`src/rtl/memory_access_stage.sv`:
```
// ---------------------------------------------------------------------------
// memory_access_stage
//
// Purpose:
//   Pipeline MEM stage. It captures the execute-stage instruction into a
//   stage register, issues a data-memory request for loads/stores through a
//   three-state FSM (IDLE / REQ / WAIT_RSP), stalls upstream stages until the
//   access completes, aligns and extends load data, and registers the result
//   into a writeback register.
//
// Configuration:
//   MEM_MISALIGN_TRAP_EN - when defined, misaligned halfword/word accesses
//   issue no request, complete at once and pulse misalign_fault_o in the
//   writeback cycle without a register write. When undefined, the fault
//   output is tied 0 and the memory address is forced to the aligned address.
//
// Ports:
//   clk_i, reset_i              clock, synchronous active-low reset
//   is_valid_i, flush_i         execute-stage valid / kill of the captured slot
//   mem_op_i, mem_size_i        00 none/01 load/10 store; 00 B/01 H/1x W
//   load_signed_i               sign-extend sub-word loads
//   reg_write_en_i, reg_dest_i  writeback intent and destination
//   alu_result_i, store_data_i  address (or ALU result) and store data
//   dmem_*_o / dmem_*_i         data-memory request, grant and read response
//   stall_o                     freeze upstream stages
//   reg_*_MEM_o                 MEM-stage forwarding source
//   wb_*_o                      writeback register
//   misalign_fault_o            misaligned-access fault pulse
//
// All outputs are forced to 0 while reset_i is low.
// ---------------------------------------------------------------------------
module memory_access_stage #(
    parameter int WORD       = 32,
    parameter int ADDR_WIDTH = 4
) (
    input  logic                  clk_i,
    input  logic                  reset_i,
    input  logic                  is_valid_i,
    input  logic                  flush_i,
    input  logic [1:0]            mem_op_i,
    input  logic [1:0]            mem_size_i,
    input  logic                  load_signed_i,
    input  logic                  reg_write_en_i,
    input  logic [ADDR_WIDTH-1:0] reg_dest_i,
    input  logic [WORD-1:0]       alu_result_i,
    input  logic [WORD-1:0]       store_data_i,
    output logic                  dmem_req_o,
    output logic                  dmem_we_o,
    output logic [WORD-1:0]       dmem_addr_o,
    output logic [3:0]            dmem_be_o,
    output logic [WORD-1:0]       dmem_wdata_o,
    input  logic                  dmem_gnt_i,
    input  logic                  dmem_rvalid_i,
    input  logic [WORD-1:0]       dmem_rdata_i,
    output logic                  stall_o,
    output logic                  reg_write_en_MEM_o,
    output logic [ADDR_WIDTH-1:0] reg_dest_MEM_o,
    output logic [WORD-1:0]       reg_data_MEM_o,
    output logic                  wb_valid_o,
    output logic                  wb_reg_write_en_o,
    output logic [ADDR_WIDTH-1:0] wb_reg_dest_o,
    output logic [WORD-1:0]       wb_data_o,
    output logic                  misalign_fault_o
);

    localparam logic [1:0] OP_LOAD  = 2'b01;
    localparam logic [1:0] OP_STORE = 2'b10;
    localparam logic [1:0] SZ_BYTE  = 2'b00;
    localparam logic [1:0] SZ_HALF  = 2'b01;

    typedef enum logic [1:0] {
        ST_IDLE     = 2'd0,
        ST_REQ      = 2'd1,
        ST_WAIT_RSP = 2'd2
    } state_e;

    typedef struct packed {
        logic                  valid;
        logic [1:0]            op;
        logic [1:0]            size;
        logic                  sgn;
        logic                  we;
        logic [ADDR_WIDTH-1:0] dest;
        logic [WORD-1:0]       alu;
        logic [WORD-1:0]       sdata;
    } stage_t;

    stage_t                stage_q, stage_d;
    state_e                state_q, state_d;

    logic                  wb_valid_q, wb_valid_d;
    logic                  wb_we_q, wb_we_d;
    logic [ADDR_WIDTH-1:0] wb_dest_q, wb_dest_d;
    logic [WORD-1:0]       wb_data_q, wb_data_d;

    logic                  is_load_s;
    logic                  is_store_s;
    logic                  is_mem_s;
    logic                  misalign_s;
    logic [1:0]            offset_s;
    logic [3:0]            be_s;
    logic [WORD-1:0]       wdata_s;
    logic                  req_s;
    logic                  complete_s;
    logic                  stall_s;
    logic [7:0]            ld_byte_s;
    logic [15:0]           ld_half_s;
    logic [WORD-1:0]       load_data_s;

    // Decode the held operation: kind, alignment, lane offset, enables, write data.
    always_comb begin
        is_load_s  = stage_q.valid && (stage_q.op == OP_LOAD);
        is_store_s = stage_q.valid && (stage_q.op == OP_STORE);
        is_mem_s   = is_load_s || is_store_s;
        misalign_s = 1'b0;
`ifdef MEM_MISALIGN_TRAP_EN
        case (stage_q.size)
            SZ_BYTE: misalign_s = 1'b0;
            SZ_HALF: misalign_s = stage_q.alu[0];
            default: misalign_s = (stage_q.alu[1:0] != 2'b00);
        endcase
`endif
        // Lane offset of the aligned access; drives address low bits, enables and load shift.
        case (stage_q.size)
            SZ_BYTE: begin
                offset_s = stage_q.alu[1:0];
                be_s     = 4'b0001 << offset_s;
                wdata_s  = {4{stage_q.sdata[7:0]}};
            end
            SZ_HALF: begin
                offset_s = {stage_q.alu[1], 1'b0};
                be_s     = 4'b0011 << offset_s;
                wdata_s  = {2{stage_q.sdata[15:0]}};
            end
            default: begin
                offset_s = 2'b00;
                be_s     = 4'b1111;
                wdata_s  = stage_q.sdata;
            end
        endcase
    end

    // Memory FSM next state, request strobe and completion of the held access.
    always_comb begin
        state_d    = state_q;
        req_s      = 1'b0;
        complete_s = 1'b0;
        case (state_q)
            ST_IDLE: begin
                if (is_mem_s) begin
                    if (misalign_s) begin
                        complete_s = 1'b1;
                        state_d    = ST_IDLE;
                    end else begin
                        req_s = 1'b1;
                        if (dmem_gnt_i) begin
                            complete_s = is_store_s;
                            state_d    = is_store_s ? ST_IDLE : ST_WAIT_RSP;
                        end else begin
                            state_d = ST_REQ;
                        end
                    end
                end else begin
                    state_d = ST_IDLE;
                end
            end
            ST_REQ: begin
                req_s = 1'b1;
                if (dmem_gnt_i) begin
                    complete_s = is_store_s;
                    state_d    = is_store_s ? ST_IDLE : ST_WAIT_RSP;
                end else begin
                    state_d = ST_REQ;
                end
            end
            ST_WAIT_RSP: begin
                // rvalid is only looked at here, never in the grant cycle.
                if (dmem_rvalid_i) begin
                    complete_s = 1'b1;
                    state_d    = ST_IDLE;
                end else begin
                    state_d = ST_WAIT_RSP;
                end
            end
            default: begin
                state_d = ST_IDLE;
            end
        endcase
        stall_s = is_mem_s && !complete_s;
    end

    // Align the read response and extend it to the access size.
    always_comb begin
        ld_byte_s = dmem_rdata_i[{offset_s, 3'b000} +: 8];
        ld_half_s = dmem_rdata_i[{offset_s[1], 4'b0000} +: 16];
        case (stage_q.size)
            SZ_BYTE: begin
                if (stage_q.sgn) begin
                    load_data_s = {{24{ld_byte_s[7]}}, ld_byte_s};
                end else begin
                    load_data_s = {24'd0, ld_byte_s};
                end
            end
            SZ_HALF: begin
                if (stage_q.sgn) begin
                    load_data_s = {{16{ld_half_s[15]}}, ld_half_s};
                end else begin
                    load_data_s = {16'd0, ld_half_s};
                end
            end
            default: load_data_s = dmem_rdata_i;
        endcase
    end

    // Stage-register and writeback next state; a stalled stage holds and emits no writeback.
    always_comb begin
        stage_d = stage_q;
        if (!stall_s) begin
            if (flush_i || !is_valid_i) begin
                stage_d = '0;
            end else begin
                stage_d.valid = 1'b1;
                stage_d.op    = mem_op_i;
                stage_d.size  = mem_size_i;
                stage_d.sgn   = load_signed_i;
                stage_d.we    = reg_write_en_i;
                stage_d.dest  = reg_dest_i;
                stage_d.alu   = alu_result_i;
                stage_d.sdata = store_data_i;
            end
        end else begin
            stage_d = stage_q;
        end
        wb_valid_d = stage_q.valid && !stall_s;
        wb_we_d    = stage_q.valid && stage_q.we && !stall_s && !misalign_s;
        wb_dest_d  = stage_q.dest;
        if (is_load_s) begin
            wb_data_d = load_data_s;
        end else begin
            wb_data_d = stage_q.alu;
        end
    end

    // FSM state register; reset abandons any outstanding access.
    always_ff @(posedge clk_i) begin
        if (!reset_i) begin
            state_q <= ST_IDLE;
        end else begin
            state_q <= state_d;
        end
    end

    // Stage register; reset loads a bubble.
    always_ff @(posedge clk_i) begin
        if (!reset_i) begin
            stage_q <= '0;
        end else begin
            stage_q <= stage_d;
        end
    end

    // Writeback register.
    always_ff @(posedge clk_i) begin
        if (!reset_i) begin
            wb_valid_q <= 1'b0;
            wb_we_q    <= 1'b0;
            wb_dest_q  <= {ADDR_WIDTH{1'b0}};
            wb_data_q  <= {WORD{1'b0}};
        end else begin
            wb_valid_q <= wb_valid_d;
            wb_we_q    <= wb_we_d;
            wb_dest_q  <= wb_dest_d;
            wb_data_q  <= wb_data_d;
        end
    end

`ifdef MEM_MISALIGN_TRAP_EN
    logic fault_q;

    // Fault pulse registered alongside the writeback of a trapped access.
    always_ff @(posedge clk_i) begin
        if (!reset_i) begin
            fault_q <= 1'b0;
        end else begin
            fault_q <= is_mem_s && misalign_s;
        end
    end

    assign misalign_fault_o = reset_i && fault_q;
`else
    assign misalign_fault_o = 1'b0;
`endif

    // Outputs are gated by reset so they read 0 while reset is held.
    assign dmem_req_o         = reset_i && req_s;
    assign dmem_we_o          = reset_i && req_s && is_store_s;
    assign dmem_addr_o        = (reset_i && req_s) ? {stage_q.alu[WORD-1:2], offset_s} : {WORD{1'b0}};
    assign dmem_be_o          = (reset_i && req_s) ? be_s : 4'b0000;
    assign dmem_wdata_o       = (reset_i && req_s && is_store_s) ? wdata_s : {WORD{1'b0}};
    assign stall_o            = reset_i && stall_s;
    assign reg_write_en_MEM_o = reset_i && stage_q.valid && stage_q.we && (stage_q.op != OP_LOAD);
    assign reg_dest_MEM_o     = reset_i ? stage_q.dest : {ADDR_WIDTH{1'b0}};
    assign reg_data_MEM_o     = reset_i ? stage_q.alu : {WORD{1'b0}};
    assign wb_valid_o         = reset_i && wb_valid_q;
    assign wb_reg_write_en_o  = reset_i && wb_we_q;
    assign wb_reg_dest_o      = reset_i ? wb_dest_q : {ADDR_WIDTH{1'b0}};
    assign wb_data_o          = reset_i ? wb_data_q : {WORD{1'b0}};

endmodule

```
`config.mk`:
```
export PLATFORM = sky130hd
export DESIGN_NAME = memory_access_stage
export DESIGN_NICKNAME = d
export VERILOG_FILES = /design/src/rtl/memory_access_stage.sv
export SDC_FILE = /design/constraint.sdc
export NUM_CORES = 1
export LEC_CHECK = 0
export ABC_AREA = 1
export CAP_MARGIN = 10
export CORE_MARGIN = 3
export CORE_UTILIZATION = 42
export CTS_CLUSTER_SIZE = 25
export DETAILED_ROUTE_END_ITERATION = 7
export GPL_TIMING_DRIVEN = 0
export PLACE_DENSITY = 0.88
export REMOVE_ABC_BUFFERS = 1
export SKIP_LAST_GASP = 1
export SLEW_MARGIN = 30
export SYNTH_ARGS = -nofsm -noshare
export SYNTH_HDL_FRONTEND = slang
export SYNTH_SLANG_ARGS = --single-unit
```
`constraint.sdc`:
```
create_clock -name clk_i -period 1.75 [get_ports clk_i]
set_input_delay 0.35 -clock clk_i [delete_from_list [all_inputs] [get_ports clk_i]]
set_output_delay 0.35 -clock clk_i [all_outputs]
set_load 0.05 [all_outputs]
```
Word-level counts from Yosys, hierarchy flattened
Cells that the tools add are included.

Bits in registers: 115. Bits of input ports: 112. Output and inout bits: 147. Logic and storage cells: 70.

Eq/ne operators: 6. Mux-type cells: 26. Reduce and logical (&&, ||, !) cells: 21. Shift operators: 4.

Operator list (count): 32-bit two-way mux (7); 32-bit case mux with 2 select lines (2); 75-bit two-way mux (1); 32-bit by 6-bit indexed part select with 16-bit output (1); 32-bit by 6-bit indexed part select with 8-bit output (1); 1-bit logical AND (14); 4-bit two-way mux (3); 2-bit two-way mux (4); 4-bit case mux with 2 select lines (1); 2-bit by 1-bit equality test with 1-bit output, second input constant (3); 2-bit case mux with 3 select lines (1); 2-bit equality test, second input constant (2); 2-bit zero test (2); 1-bit two-way mux (4); 2-bit case mux with 2 select lines (1); 1-bit by 2-bit << shifter with 4-bit output, first input constant (1); 2-bit by 2-bit << shifter with 4-bit output, first input constant (1); 1-bit zero test (3); 1-bit case mux with 3 select lines (1); 1-bit logical OR (2); 2-bit by 1-bit != test with 1-bit output, second input constant (1); 1-bit case mux with 2 select lines (1).

Logic depth before layout (Yosys ltp)
Depth in word-level cells: 9. Mapped depth: 12. Depth with buffers taken out: 10.

Worst setup path before layout
Ideal clock, no wire load.

Kind: register -> output. Start point: reg stage_q[74] (netlist bit). End point: out dmem_addr_o[0]. Stages on the path, launching flop included: 7. Arrival: 2.486 ns. Slack: -1.086 ns. Buffers on the path: 0. Data required time: 1.400 ns. Cell sequence: dfxtp_1 -> nand3_2 -> nand3_1 -> nand2_1 -> nor2_2 -> inv_1 -> nor3_1.

Longest elaborated chain between the ends: 6. Elaborated cells between the ends (all ways): 7. Those cells by class: mux: 3; reduce/logical: 4.

RTL lines: from (decl) (RTL line 88) `stage_t stage_q, stage_d;`; from (signal assigned) (RTL line 258) `stage_q <= stage_d;`; 1-bit logical AND, on equally long branches (RTL line 112, 113); 1-bit logical OR * (RTL line 114) `is_mem_s = is_load_s || is_store_s;`; 1-bit two-way mux * (RTL line 150) `if (is_mem_s) begin`; 1-bit case mux with 2 select lines * (RTL line 148) `case (state_q)`; 1-bit logical AND *; via dmem_req_o (RTL line 47) `output logic dmem_req_o,`; 32-bit two-way mux * (RTL line 297) `assign dmem_addr_o = (reset_i && req_s) ? {stage_q.alu[WORD-1:2], offset_s} : {WORD{1'b0}};`; to (decl) (RTL line 49) `output logic [WORD-1:0] dmem_addr_o,`.

Mark *: on every way through the listed nets, which the timed path passes. The rest lies on a longest branch.

Final worst setup path
Start point: reg stage_q[71] (netlist bit). End point: out dmem_wdata_o[30].

Longest elaborated chain between the ends: 3. Elaborated cells between the ends (all ways): 4. Those cells by class: eq/ne: 1; mux: 2; reduce/logical: 1.

RTL lines: 2-bit by 1-bit equality test with 1-bit output / 2-bit zero test (equally long branches) (RTL line 124) `case (stage_q.size)`; 32-bit case mux with 2 select lines * (RTL line 124); 32-bit two-way mux * (RTL line 299) `assign dmem_wdata_o = (reset_i && req_s && is_store_s) ? wdata_s : {WORD{1'b0}};`; to (decl) (RTL line 51) `output logic [WORD-1:0] dmem_wdata_o,`.

Mark *: on every way between the ends. The rest lies on a longest branch, timed or not.

==> flow_metrics.tcl <==
set metrics [dict create \
    numClockSinks 115 \
    yosysTopAreaCell "dfxtp_1" \
    io_buffer_count 257 \
    cts_root_buf "clkbuf_16" \
    rows 42 \
    synth_area_leaders "dfxtp_1 40%, nand2_1 18%, nand3_1 8.4%, inv_1 7.9%, nor2_1 6.6%" \
    yosysMostFrequentCell "nand2_1" \
    synth_top_family_by_area "simple AND/OR/NAND/NOR gates" \
    io_pins 259 \
    synth.distinct_cells 25 \
    tightest_slew_ns 0.538 \
    violations "negative setup slack" \
    grt_pass1_wl_mm 38.9 \
    power.leakage_nw 5.25 \
    first_global_vias 7193 \
    fin_crit_ns 2.28 \
    final_core_util_pct 81.4 \
    wl_mm 29.3 \
    die_y_um 123 \
    rrSetupSlack_ns -0.41 \
    finalPower_mw 7.29 \
    synthArstFlopShare_pct 0 \
    synth_top_area_share_pct 39.9 \
    cap_violations 0 \
    vias 7743 \
    reg2regPathDepth 11 \
    cp-endpoint "dmem_wdata_o[30]" \
    yosysSeqAreaShare_pct 39.9 \
    grt.overflow.total 0 \
    dpl.hpwl_mm 14.1 \
    synth_ff_type "dfxtp_1" \
    max-vdd-ir-drop_v 0.000605 \
    setup_ws_ns -0.533 \
    drc 0 \
    synth_simple_gate_area_share_pct 36.0 \
    worstPathRequired_ns 1.40 \
    synth_area_mm2 0.00576 \
    syn_area_per_cell_um2 6.32 \
    hold_class "in2reg" \
    status "finished with violations" \
    path_class "reg2out" \
    arrival_ns 1.93 \
    place_ws_ns -2.32 \
    wl_per_cell_um 20.9 \
    fmax_ghz 0.438 \
    detail_route.vias_per_cell 5.51 \
    insertion_delay_ns 0.42 \
    grt_start_max_net_pins 47 \
    startpoint "stage_q[71]$_SDFFE_PN0N_" \
    post_route_cells_drive_above_1_share_pct 31.9 \
    r2r-start "stage_q[73]$_SDFFE_PN0N_" \
    initialDrtViolationCount 881 \
    synthMuxAreaShare_pct 0 \
    core_mm2 0.0133 \
    fp.dieW_um 123 \
    grt_usage_pct 33.9 \
    antenna_found_initial 1 \
    synth_xor_area_share_pct 0 \
    firstDrtPassIters 8 \
    hold_violations 0 \
    power.density_mw_per_mm2 671 \
    reg2reg_to "wb_data_q[1]$_SDFF_PN0_" \
    area_delta_synth_final_pct 88.4 \
    slew_headroom_pct 64.3 \
    finalSetupViolations 106 \
    ys_ff_latch 115 \
    hold_buffers 0 \
    cts.clk_slew.worst_paths_ns 0.06 \
    gp_congestion 0.787 \
    fin_crit_sh_pct 130 \
    cts_buffers 17 \
    drtAntennaViolNets 0 \
    synth_compound_area_share_pct 10.2 \
    rsz0062_at_grt "yes" \
    dieArea_mm2 0.0152 \
    critPathMaxFanout 5 \
    synth_edf_count 0 \
    cts.path.max_buffers 2 \
    synth_warnings 0 \
    hold_ws_ns 0.362 \
    cts_tree "done" \
    synthTopCellsByCount "271 x nand2_1, 122 x inv_1, 115 x dfxtp_1" \
    cts_htree_levels 4 \
    fin_skew_ns 0.00867 \
    start_util_pct 43.2 \
    final_nets 1325 \
    slew_violations 0 \
    critPathLaunchType "flip-flop" \
    synth_fa_ha_area_share_pct 0 \
    synthCells 912 \
    endpoint_kind "output pin" \
]
kinds of logic after synthesis:
logic type      after synthesis
flops                       115
compound gates              114
buf+inv                     185
simple gates                497
other cells                   1
stage by stage:
step	instance area, um^2	TNS (ns)	instances
3_3_place_gp	8240	-978.38	1288
6_report	10900	-39.24	1404
2_1_floorplan	5450	-231.46	855
4_1_cts	10200	-33.51	1373
3_5_place_dp	8360	-287.95	1295
5_1_grt	10900	-46.46	1403
cell type report:
type                    count  area [um^2]
repair inverters            4         57.6
repair buffers            326         3470
flip-flops and latches    115         2320
clock inverters            15          183
multi-input cells         621         3620
well taps                 176          220
fillers                   795         2490
clock buffers              17          425
diodes                      2         5.00
inverters                 128          556
how the worst min path moves through the flow:
stage                               end                 startpoint  slack, ns  cells past startpoint
2_1_floorplan  stage_q[31]$_SDFFE_PN0N_   stage_q[31]$_SDFFE_PN0N_       0.41                      2
3_3_place_gp   stage_q[30]$_SDFFE_PN0N_   stage_q[30]$_SDFFE_PN0N_       0.42                      2
3_5_place_dp       wb_dest_q[1]$_DFF_P_  wb_dest_d[1]$_SDFFE_PN0N_       0.43                      2
4_1_cts              wb_we_q$_SDFF_PN0_                    reset_i       0.32                      3
5_1_grt              wb_we_q$_SDFF_PN0_                    reset_i       0.37                      3
6_report             wb_we_q$_SDFF_PN0_                    reset_i       0.36                      3
cells in the final DEF (no fill, tap or decap), drive strengths merged, types with 3 or more instances in the layout:
cell type,Yosys,layout
clkdlybuf4s15,0,33
buf,35,169
a21oi,65,65
nand2,285,292
o21ai,38,38
nor2,105,105
dfxtp,115,115
nor3,6,6
bufinv,0,3
clkinvlp,0,9
inv,128,127
nand3,99,101
a31oi,10,10
dlygate4sd2,0,7
clkinv,0,8
clkdlybuf4s50,0,110
clkbuf,22,23
timing repair:
action	4_1_cts	5_1_grt
pin swaps	13	27
buffers inserted	35	28
endpoints found under the setup margin	257	192
resized for setup	918	164
cloned	11	4
flip-flops by register name, summed over array words and instances, names as in the netlist:
signal and count:
stage_q 71, wb_data_q 32, wb_dest_d 4, wb_dest_q 4
state_q 2, wb_valid_q 1, wb_we_q 1
routing by layer:
layer	global-route usage, %	up-vias	routed length [um]
met1	37.4	3618	10300
met4	21.7	0	2000
li1	-	3444	-
met3	9.52	155	2750
met2	57.0	526	14300
met5	0	-	0
critical path: stages, from the launching register on:
cell	delay [ns]
dfxtp_4	0.40
clkinv_8	0.08
nand2_8	0.09
clkinvlp_4	0.17
buf_12	0.20
a21oi_4	0.20
o21ai_2	0.10
nor2_4	0.12
buf_8	0.15
power breakdown:
part | switching (mW) | internal (mW)
registers | 0.0417 | 2.68
logic | 0.519 | 0.429
clock network | 1.37 | 2.25
total | 1.93 | 5.36
Note: power is estimated with default switching activity, not from simulation.
